## src/rtl/sysbus_arbiter.sv

```systemverilog
// sysbus_arbiter: round-robin sharing of the single Sysbus master port between
// port 0 (instruction fetch) and port 1 (data access). One transaction is in
// flight at a time. The winner's address/tag is registered onto the bus and held
// until bus_reqack. The BEATS-long response burst is then routed back to the owner.
module sysbus_arbiter #(
    parameter int BUS_DATA_WIDTH = 64,
    parameter int BUS_TAG_WIDTH  = 13,
    parameter int BEATS          = 8
) (
    input  logic                      clk,
    input  logic                      reset,

    input  logic                      m0_req,
    input  logic [BUS_DATA_WIDTH-1:0] m0_addr,
    input  logic [BUS_TAG_WIDTH-1:0]  m0_tag,
    output logic                      m0_gnt,
    output logic                      m0_rvalid,
    output logic [BUS_DATA_WIDTH-1:0] m0_rdata,
    output logic                      m0_rlast,

    input  logic                      m1_req,
    input  logic [BUS_DATA_WIDTH-1:0] m1_addr,
    input  logic [BUS_TAG_WIDTH-1:0]  m1_tag,
    output logic                      m1_gnt,
    output logic                      m1_rvalid,
    output logic [BUS_DATA_WIDTH-1:0] m1_rdata,
    output logic                      m1_rlast,

    output logic                      bus_reqcyc,
    output logic [BUS_DATA_WIDTH-1:0] bus_req,
    output logic [BUS_TAG_WIDTH-1:0]  bus_reqtag,
    input  logic                      bus_reqack,
    input  logic                      bus_respcyc,
    input  logic [BUS_DATA_WIDTH-1:0] bus_resp,
    input  logic [BUS_TAG_WIDTH-1:0]  bus_resptag,
    output logic                      bus_respack
);

    localparam int CW = (BEATS > 1) ? $clog2(BEATS) : 1;
    localparam logic [CW-1:0] LAST_BEAT = CW'(BEATS - 1);

    typedef enum logic [1:0] {
        IDLE = 2'd0,
        REQ  = 2'd1,
        RESP = 2'd2
    } state_t;

    state_t                    state_q, state_d;
    logic                      rr_last_q, rr_last_d;   // port that won most recently
    logic                      owner_q, owner_d;       // port owning the transaction in flight
    logic [CW-1:0]             beat_cnt_q, beat_cnt_d;
    logic                      reqcyc_q, reqcyc_d;
    logic [BUS_DATA_WIDTH-1:0] req_addr_q, req_addr_d;
    logic [BUS_TAG_WIDTH-1:0]  req_tag_q, req_tag_d;

    logic                      winner;
    logic                      gnt_hit;
    logic                      beat_hit;
    logic                      last_hit;

    // Routing ignores the response tag; only one transaction is ever outstanding.
    logic unused_resptag;
    assign unused_resptag = ^bus_resptag;

    // Next-state, bus register and requester-side strobe logic.
    always_comb begin
        // NOTE: every signal gets a default before the case so no path leaves one unassigned (no latches).
        state_d     = state_q;
        rr_last_d   = rr_last_q;
        owner_d     = owner_q;
        beat_cnt_d  = beat_cnt_q;
        reqcyc_d    = reqcyc_q;
        req_addr_d  = req_addr_q;
        req_tag_d   = req_tag_q;
        winner      = 1'b0;
        gnt_hit     = 1'b0;
        beat_hit    = 1'b0;
        last_hit    = 1'b0;

        unique case (state_q)
            IDLE: begin
                if (m0_req || m1_req) begin
                    // Tie goes to the port that did not win last; otherwise the sole requester.
                    winner     = (m0_req && m1_req) ? ~rr_last_q : m1_req;
                    state_d    = REQ;
                    owner_d    = winner;
                    rr_last_d  = winner;
                    reqcyc_d   = 1'b1;
                    req_addr_d = winner ? m1_addr : m0_addr;
                    req_tag_d  = winner ? m1_tag : m0_tag;
                end
            end
            REQ: begin
                // A response beat coinciding with the ack is not ours yet and is ignored.
                if (bus_reqack) begin
                    gnt_hit    = 1'b1;
                    reqcyc_d   = 1'b0;
                    beat_cnt_d = '0;
                    state_d    = RESP;
                end
            end
            RESP: begin
                beat_hit = bus_respcyc;
                last_hit = bus_respcyc && (beat_cnt_q == LAST_BEAT);
                if (last_hit) begin
                    beat_cnt_d = '0;
                    state_d    = IDLE;
                end else if (beat_hit) begin
                    beat_cnt_d = beat_cnt_q + CW'(1);
                end
            end
            default: begin
                state_d = IDLE;
            end
        endcase
    end

    // Requester-facing strobes and response data steered by the current owner.
    always_comb begin
        m0_gnt      = gnt_hit & ~owner_q;
        m1_gnt      = gnt_hit & owner_q;
        m0_rvalid   = beat_hit & ~owner_q;
        m1_rvalid   = beat_hit & owner_q;
        m0_rlast    = last_hit & ~owner_q;
        m1_rlast    = last_hit & owner_q;
        m0_rdata    = (state_q == RESP && !owner_q) ? bus_resp : '0;
        m1_rdata    = (state_q == RESP && owner_q) ? bus_resp : '0;
        bus_respack = beat_hit;
        bus_reqcyc  = reqcyc_q;
        bus_req     = req_addr_q;
        bus_reqtag  = req_tag_q;
    end

    // State register; reset aborts any transaction in flight.
    always_ff @(posedge clk or negedge reset) begin
        if (!reset) begin
            state_q    <= IDLE;
            rr_last_q  <= 1'b1;
            owner_q    <= 1'b0;
            beat_cnt_q <= '0;
            reqcyc_q   <= 1'b0;
            req_addr_q <= '0;
            req_tag_q  <= '0;
        end else begin
            // NOTE: sequential state uses non-blocking assignments so all registers update together.
            state_q    <= state_d;
            rr_last_q  <= rr_last_d;
            owner_q    <= owner_d;
            beat_cnt_q <= beat_cnt_d;
            reqcyc_q   <= reqcyc_d;
            req_addr_q <= req_addr_d;
            req_tag_q  <= req_tag_d;
        end
    end

endmodule

```

## config.mk

```make
export PLATFORM = sky130hd
export DESIGN_NAME = sysbus_arbiter
export DESIGN_NICKNAME = d
export VERILOG_FILES = /design/src/rtl/sysbus_arbiter.sv
export SDC_FILE = /design/constraint.sdc
export NUM_CORES = 1
export LEC_CHECK = 0
export BUFFER_PORTS_ARGS = -buffer_cell sky130_fd_sc_hd__buf_4
export CAP_MARGIN = 15
export CORE_AREA = 2 2 175 177
export DETAILED_ROUTE_END_ITERATION = 8
export DIE_AREA = 0 0 177 179
export PLACE_DENSITY = 0.52
export SLEW_MARGIN = 10
export SYNTH_ARGS = -nofsm -noshare
export SYNTH_HDL_FRONTEND = slang
export SYNTH_SLANG_ARGS = --single-unit
```

## constraint.sdc

```tcl
create_clock -name clk -period 1.65 [get_ports clk]
set_input_delay 0.0825 -clock clk [delete_from_list [all_inputs] [get_ports clk]]
set_output_delay 0.0825 -clock clk [all_outputs]
set_load 0.005 [all_outputs]
```

==> impl_metrics.csv, run 1 <==
group,metric,value,unit
global_route,grt_max_degree,54,
pwr,peakVddDrop,0.632,mV
place,place.port_buffers,436,
worst_setup_path,arrival,2010,ps
route,via_per_inst,4.14,
die,core,30000,sq um
worst_setup_path,worstPathRequired,1880,ps
die,rows,64,
yosys,synthCells,447,
worst_setup_path,reg2reg_depth,5,
worst_hold_path,holdPathEnd,"rr_last_q",
pwr,p_clk_share,15.3,%
final_layout,layout.nets,1136,
route,postRouteAntennaNets,0,
yosys,netlist_area,5080,sq um
timing,fin_tns_setup,-9270,ps
clock_network,max-clock-path-buffers,2,
timing,slew_violations,0,
route,drt-wirelength-per-cell,17.3,um
final_layout,syn_to_final_growth,98.9,%
route,first_pass_iters,5,
yosys,ys_types,26,
final_layout,final_cell_area,10100,sq um
place,placedInstanceArea,8940,sq um
run_status,violations,"negative setup slack",
route,drtIter0Drc,211,
die,start_util,16.9,%
route,routed_wl,22.5,mm
global_route,grtUsageMet1,13.9,%
worst_setup_path,path_max_fanout,17,
global_route,antenna_found_initial,2,
place,hpwl,15.7,mm
worst_setup_path,r2r-start,"rr_last_q",
worst_hold_path,hold_depth,3,
final_layout,n_fill_cell,3073,
yosys,ys_ff_latch,85,
timing,hold_viol,0,
clock_network,cts_tree,"yes",
yosys,ys_seq_area_share,41.9,%
clock_network,cts_root_buffer,"clkbuf_16",
die,boundaryPins,450,
worst_hold_path,hp-start,"m1_req",
global_route,grt.met2_usage,22.3,%
clock_network,clkTransAtPathRegs,70,ps
timing,setup_ws,-131,ps
yosys,yosys_warnings,0,
pwr,p_per_area,1400,nW/um^2
yosys,syn_avg_cell_area,11.4,sq um
global_route,grt_overflow,0,
run_status,outcome,"finished with violations",
timing,tightest_slew,398,ps
clock_network,htreeDepth,3,
job,drv_cap,0,
route,num_vias,5377,
worst_hold_path,hp-class,"in2reg",
global_route,grt_pass1_wl,29.9,mm
pwr,netSwitchingFraction,33.7,%
worst_setup_path,timing.rr.end,"bus_req[18]",
timing,fin_worst_skew,10.6,ps
global_route,grt_most_used_layer,"met2",
timing,setup_violations,183,
die,die-area,31700,sq um
worst_setup_path,criticalPathCategory,"reg2reg",
pwr,p_comb_share,58.3,%
global_route,grt_pass1_vias,5166,
yosys,synth_fp_nets,686,
clock_network,insertion_delay,350,ps
final_layout,multiInputGateArea,3050,sq um
pwr,pwr-share-seq,26.4,%
clock_network,clock_sinks,85,
die,die_width,177,um
worst_setup_path,critPathLaunchType,"flop",
timing,rsz0062_at_grt,"true",
global_route,met3_usage,2.97,%
final_layout,ff_latch_area,2130,sq um
timing,holdWs,35.5,ps
timing,slew_headroom,73.5,%
place,place_congestion,0.767,
timing,period_share,108,%
worst_setup_path,r2r_setup_slack,-130,ps
pwr,cellInternalPower,0.00938,W
timing,max_freq,0.561,GHz
pwr,power_leakage,5.52,nW
route,remaining_drc_errors,0,
timing,final.min_clock_period,1780,ps
clock_network,numCtsBuffers,9,
global_route,grt_util_all_layers,12.3,%
die,die_y,179,um
pwr,p_sw,0.00477,W
final_layout,layout-drive-gt1-share,73.5,%
worst_setup_path,worst_setup_path_end_kind,"flop",
-- metrics by stage --
step	cells	util [%]	worst slack, ps	total power (W)
after floorplan	447	-	-16.4	0.00696
after global placement	1253	29.8	-34.5	0.0108
after detailed placement	1253	29.8	-37.5	0.0109
after CTS	1281	31.6	-122	0.0137
after global routing	1299	33.6	-167	0.0150
final	1299	33.6	-131	0.0141
-- Yosys cell counts --
master	number	area [sq um]
ha_1	2	25.0
nand2b_1	1	6.26
a32o_1	1	10.0
o21ai_1	1	5.00
buf_6	3	33.8
nor2b_1	2	12.5
nand2_1	6	22.5
mux2_1	19	214
a21oi_1	1	5.00
mux2_2	135	1520
dfstp_2	1	26.3
o21ai_0	1	5.00
nand3b_1	1	7.51
buf_2	13	65.1
and2_0	1	6.26
a22o_1	2	17.5
nor2_1	5	18.8
a21o_1	1	7.51
and3b_1	1	8.76
a31oi_1	1	6.26
dfrtp_1	84	2100
inv_1	2	7.51
nor3_1	1	5.00
clkbuf_1	30	113
a21bo_1	1	10.0
and3_1	131	820
-- final cells by class --
type,instances,area share (%)
Multi-Input combinational cell,314,30.2
Clock buffer,9,2.23
Timing Repair Buffer,485,40.8
Tap cell,396,4.90
Sequential cell,85,21.1
Inverter,2,0.0743
Clock inverter,6,0.706
Antenna cell,2,0.0495
-- what timing repair did --
item	4_1_cts	5_1_grt
buffers inserted	6	6
hold buffers	3	0
endpoints found under the hold margin	86	0
gates cloned	4	13
endpoints found under the setup margin	201	205
gates resized for setup	19	81
-- per-layer routing --
metal	routed length, um	vias to the layer above
met3	1600	26
met4	449	0
met2	11900	234
li1	-	2522
met5	0	-
met1	8560	2595
-- flip-flops by register name, indices dropped and copies added (netlist names) --
signal	flops
bus_reqcyc	1
state_q	2
bus_reqtag	13
bus_req	64
beat_cnt_q	3
owner_q	1
rr_last_q	1
-- cell usage in the layout (no fill, tap or decap), drive strengths merged --
master,instances
buf,474
mux2,154
and3,131
dfrtp,84
clkbuf,17
nand2,6
nor2,5
inv,5
dlygate4sd3,3
diode,2
a22o,2
ha,2
nor2b,2
o21ai,2
and3b,1
and2,1
nand3b,1
a21bo,1
nand2b,1
a21oi,1
a31oi,1
nor3,1
a21o,1
a32o,1
clkinv,1
clkinvlp,1
bufinv,1
dfstp,1
-- critical path, stage by stage (launching register included) --
cell     delay [ps]
dfstp_2         540
a21bo_4         170
buf_4           130
buf_12          180
mux2_1          350
mux2_2          260
-- power by group through the flow --
stage | registers (W) | logic, W | clock network (W)
global placement | 0.00374 | 0.00709 | 0
floorplan | 0.00378 | 0.00318 | 0
CTS | 0.00373 | 0.00767 | 0.00227
detailed placement | 0.00376 | 0.00712 | 0
global route | 0.00388 | 0.00882 | 0.00234
finish | 0.00374 | 0.00825 | 0.00216
-- kinds of logic (layout without fill, tap and decap cells) --
kind of cell / after synthesis / after routing / synth area share [%]
other: 0 / 2 / 0
muxes: 154 / 154 / 34.1
DFF: 85 / 85 / 41.9
adders and majority gates: 2 / 2 / 0.493
buffers and inverters: 48 / 502 / 4.31
and+or+nand+nor: 149 / 149 / 17.9
AOI/OAI and AO/OA: 9 / 9 / 1.31
-- worst max path at each step --
stage | from | endpoint | slack (ps)
3_5_place_dp | rr_last_q | bus_req[57] | -40
3_3_place_gp | rr_last_q | bus_req[40] | -30
5_1_grt | rr_last_q | bus_req[50] | -170
2_1_floorplan | rr_last_q | bus_req[2] | -20
4_1_cts | state_q[0] | m0_rdata[42] | -120
6_report | rr_last_q | bus_req[18] | -130
(Power assumes the default switching activity.)
==> run 2, diff against run 1 <==
- ABC_AREA: default -> 1
- CORE_AREA: 2 2 175 177 -> 2 2 176 178
- DIE_AREA: 0 0 177 179 -> 0 0 178 180
- PLACE_DENSITY: 0.52 -> 0.54
==> run 2 against run 1 <==
The flow still finishes with violations (negative setup slack). Clock skew grew 4.7 ps. Sequential power is essentially flat. Routed wire length grew 20%. Die area grew 1.1%. Cell area shrank 2.5%. Register-to-register slack gained 300 ps. Sequential cell count is the same. Synthesized area grew 11%. Combinational power shrank 15%. Global-route usage grew 3.9 points. Critical endpoint is now m0_rdata[6].
==> impl_metrics.csv, run 2 <==
group,metric,value,unit
final_layout,fin_util,32.6,%
worst_setup_path,path_max_fanout,33,
global_route,grt_pass1_wl,39.4,mm
die,core,30200,sq um
worst_setup_path,critPathLaunchType,"flop",
route,met2_length,13.7,mm
clock_network,max-clock-path-buffers,2,
route,drt-met1-wl,10.2,mm
pwr,power,0.0129,W
final_layout,n_fill_cell,3363,
yosys,synthCells,921,
clock_network,cts_tree,"yes",
yosys,ys_seq_area_share,37.9,%
final_layout,most-common-layout-cells,"442 x buf_4, 249 x nand2_1, 222 x inv_1",
place,hpwl,21.3,mm
yosys,yosys_warnings,0,
die,rows,64,
die,die-area,32000,sq um
timing,slew_headroom,64.2,%
clock_network,insertion_delay,350,ps
timing,period_share,102,%
timing,setup_violations,30,
worst_setup_path,worstPathRequired,1570,ps
final_layout,layout_commonest_cell,"buf_4",
yosys,syn_avg_cell_area,6.10,sq um
job,drv_cap,0,
worst_setup_path,r2r_setup_slack,170,ps
timing,slew_violations,0,
timing,setup_ws,-29.2,ps
worst_setup_path,criticalPathCategory,"reg2out",
clock_network,clock_sinks,85,
route,via_per_inst,4.00,
worst_hold_path,holdPathEnd,"bus_req[23]",
timing,rsz0062_at_grt,"true",
route,routed_wl,27.0,mm
worst_hold_path,hp-start,"m0_addr[23]",
worst_setup_path,reg2reg_depth,7,
die,die_width,178,um
timing,fin_worst_skew,15.2,ps
global_route,grt_max_degree,67,
die,die_y,180,um
route,wl_met3,2.77,mm
yosys,async_flop_share,100,%
yosys,netlist_area,5620,sq um
timing,max_freq,0.596,GHz
worst_setup_path,arrival,1600,ps
timing,tightest_slew,538,ps
final_layout,antenna_cells,0,
yosys,ys_types,19,
yosys,yosysMostFrequentCell,"nand2_1",
route,drt-wirelength-per-cell,15.5,um
place,place.port_buffers,436,
route,remaining_drc_errors,0,
timing,hold_viol,0,
clock_network,numCtsBuffers,9,
worst_hold_path,hp-class,"in2reg",
timing,final.min_clock_period,1680,ps
pwr,peakVddDrop,0.716,mV
route,postRouteAntennaNets,0,
yosys,synth-edff-count,0,
yosys,synth_fp_nets,1160,
die,start_util,18.6,%
yosys,synthTopCellsByCount,"252 x nand2_1, 222 x inv_1, 158 x nand3_1",
final_layout,layout-drive-gt1-share,38.1,%
yosys,synth.largest_area_cell,"dfrtp_1",
route,first_pass_iters,6,
worst_hold_path,hold_depth,5,
pwr,power_leakage,6.14,nW
run_status,violations,"negative setup slack",
route,num_vias,6966,
final_layout,layout.nets,1578,
yosys,synth.area.top_cells,"dfrtp_1 37%, nand2_1 17%, inv_1 15%",
global_route,grt_util_all_layers,16.2,%
global_route,antenna_found_initial,0,
place,place_congestion,0.822,
die,boundaryPins,450,
worst_setup_path,worst_setup_path_end_kind,"output port",
final_layout,syn_to_final_growth,75.3,%
clock_network,htreeDepth,3,
clock_network,cts_root_buffer,"clkbuf_16",
yosys,synth_ff_type,"dfrtp_1",
pwr,p_per_area,1310,nW/um^2
worst_setup_path,r2r-start,"state_q[0]",
route,drtIter0Drc,272,
yosys,ys_ff_latch,85,
clock_network,clkTransAtPathRegs,80,ps
route,top_layer_used,"met4",
worst_setup_path,timing.rr.end,"bus_req[21]",
yosys,synth_top_area_share,37.4,%
global_route,grt_overflow,0,
final_layout,largest_reg_flops,64,
global_route,grt_pass1_vias,6701,
run_status,outcome,"finished with violations",
[run 2: cell types whose count changed in the layout (fill, tap and decap cells not counted), sizes merged, moves of 7 or more]
cell | previous run | this run
nand2 | 6 | 253
clkbuf | 17 | 10
mux2 | 154 | 0
inv | 5 | 228
buf | 474 | 459
and3 | 131 | 0
nand3 | 0 | 158
nor2 | 5 | 139
[run 2: logic make-up (layout without fill, tap and decap cells)]
family                   Yosys count  after routing  synth area share [%]
AND/OR/NAND/NOR                  552            552                  40.7
buffers and inverters            280            703                  20.7
flip-flops                        85             85                  37.9
adder cells (fa/ha/maj)            2              2                 0.445
AO/OA/AOI/OAI                      2              2                 0.223
[run 2: area by class of cell]
class	instances	area (sq um)	area share, %
Clock buffer	9	225	2.29
Sequential cell	85	2130	21.6
Multi-Input combinational cell	556	2410	24.5
Clock inverter	7	80.1	0.813
Inverter	225	845	8.57
Tap cell	396	495	5.03
Timing Repair Buffer	462	3660	37.2
[run 2: what timing repair did]
action | in CTS | in global routing
setup endpoints to repair | 127 | 117
endpoints found under the hold margin | 85 | 0
pin swaps | 1 | 1
resized for setup | 13 | 23
buffers inserted | 2 | 1
cloned | 0 | 2
hold buffers | 2 | 0
[run 2: worst max-delay path: stages (launching register included)]
cell     delay [ps]
dfrtp_1         430
nor2_4          180
nand2_2         150
buf_12          200
nor2_1          120
buf_4           160
[run 2: worst max-delay path by stage]
stage / start / to / slack, ps / cells past startpoint
2_1_floorplan: rr_last_q / bus_req[10] / 340 / 7
3_3_place_gp: state_q[1] / m1_rdata[5] / 150 / 6
3_5_place_dp: state_q[1] / m1_rdata[5] / 140 / 6
4_1_cts: state_q[1] / m1_rdata[19] / -50 / 7
5_1_grt: state_q[0] / m1_rdata[43] / -110 / 6
6_report: state_q[0] / m0_rdata[6] / -30 / 5
[run 2: per-stage QoR]
step	cell area, sq um	hold slack (ps)	setup WS, ps	cells	setup TNS, ps
floorplan	5620	-213	343	921	0
global placement	9360	-79.0	152	1717	0
detailed placement	9360	-83.2	139	1717	0
CTS	9740	2.26	-47.8	1737	-486
global route	9850	18.9	-109	1740	-6750
finish	9850	20.0	-29.2	1740	-282
[run 2: power by group]
part / internal [W] / total (W) / switching, W
clock: 0.00120 / 0.00217 / 0.000971
sequential: 0.00313 / 0.00375 / 0.000617
combinational: 0.00339 / 0.00702 / 0.00363
total: 0.00772 / 0.0129 / 0.00522
[run 2: routing by layer]
layer | up-vias | global-route usage (%)
met5 | - | 0
met2 | 294 | 29.4
met3 | 16 | 5.33
li1 | 3502 | -
met4 | 0 | 3.67
met1 | 3154 | 18.2
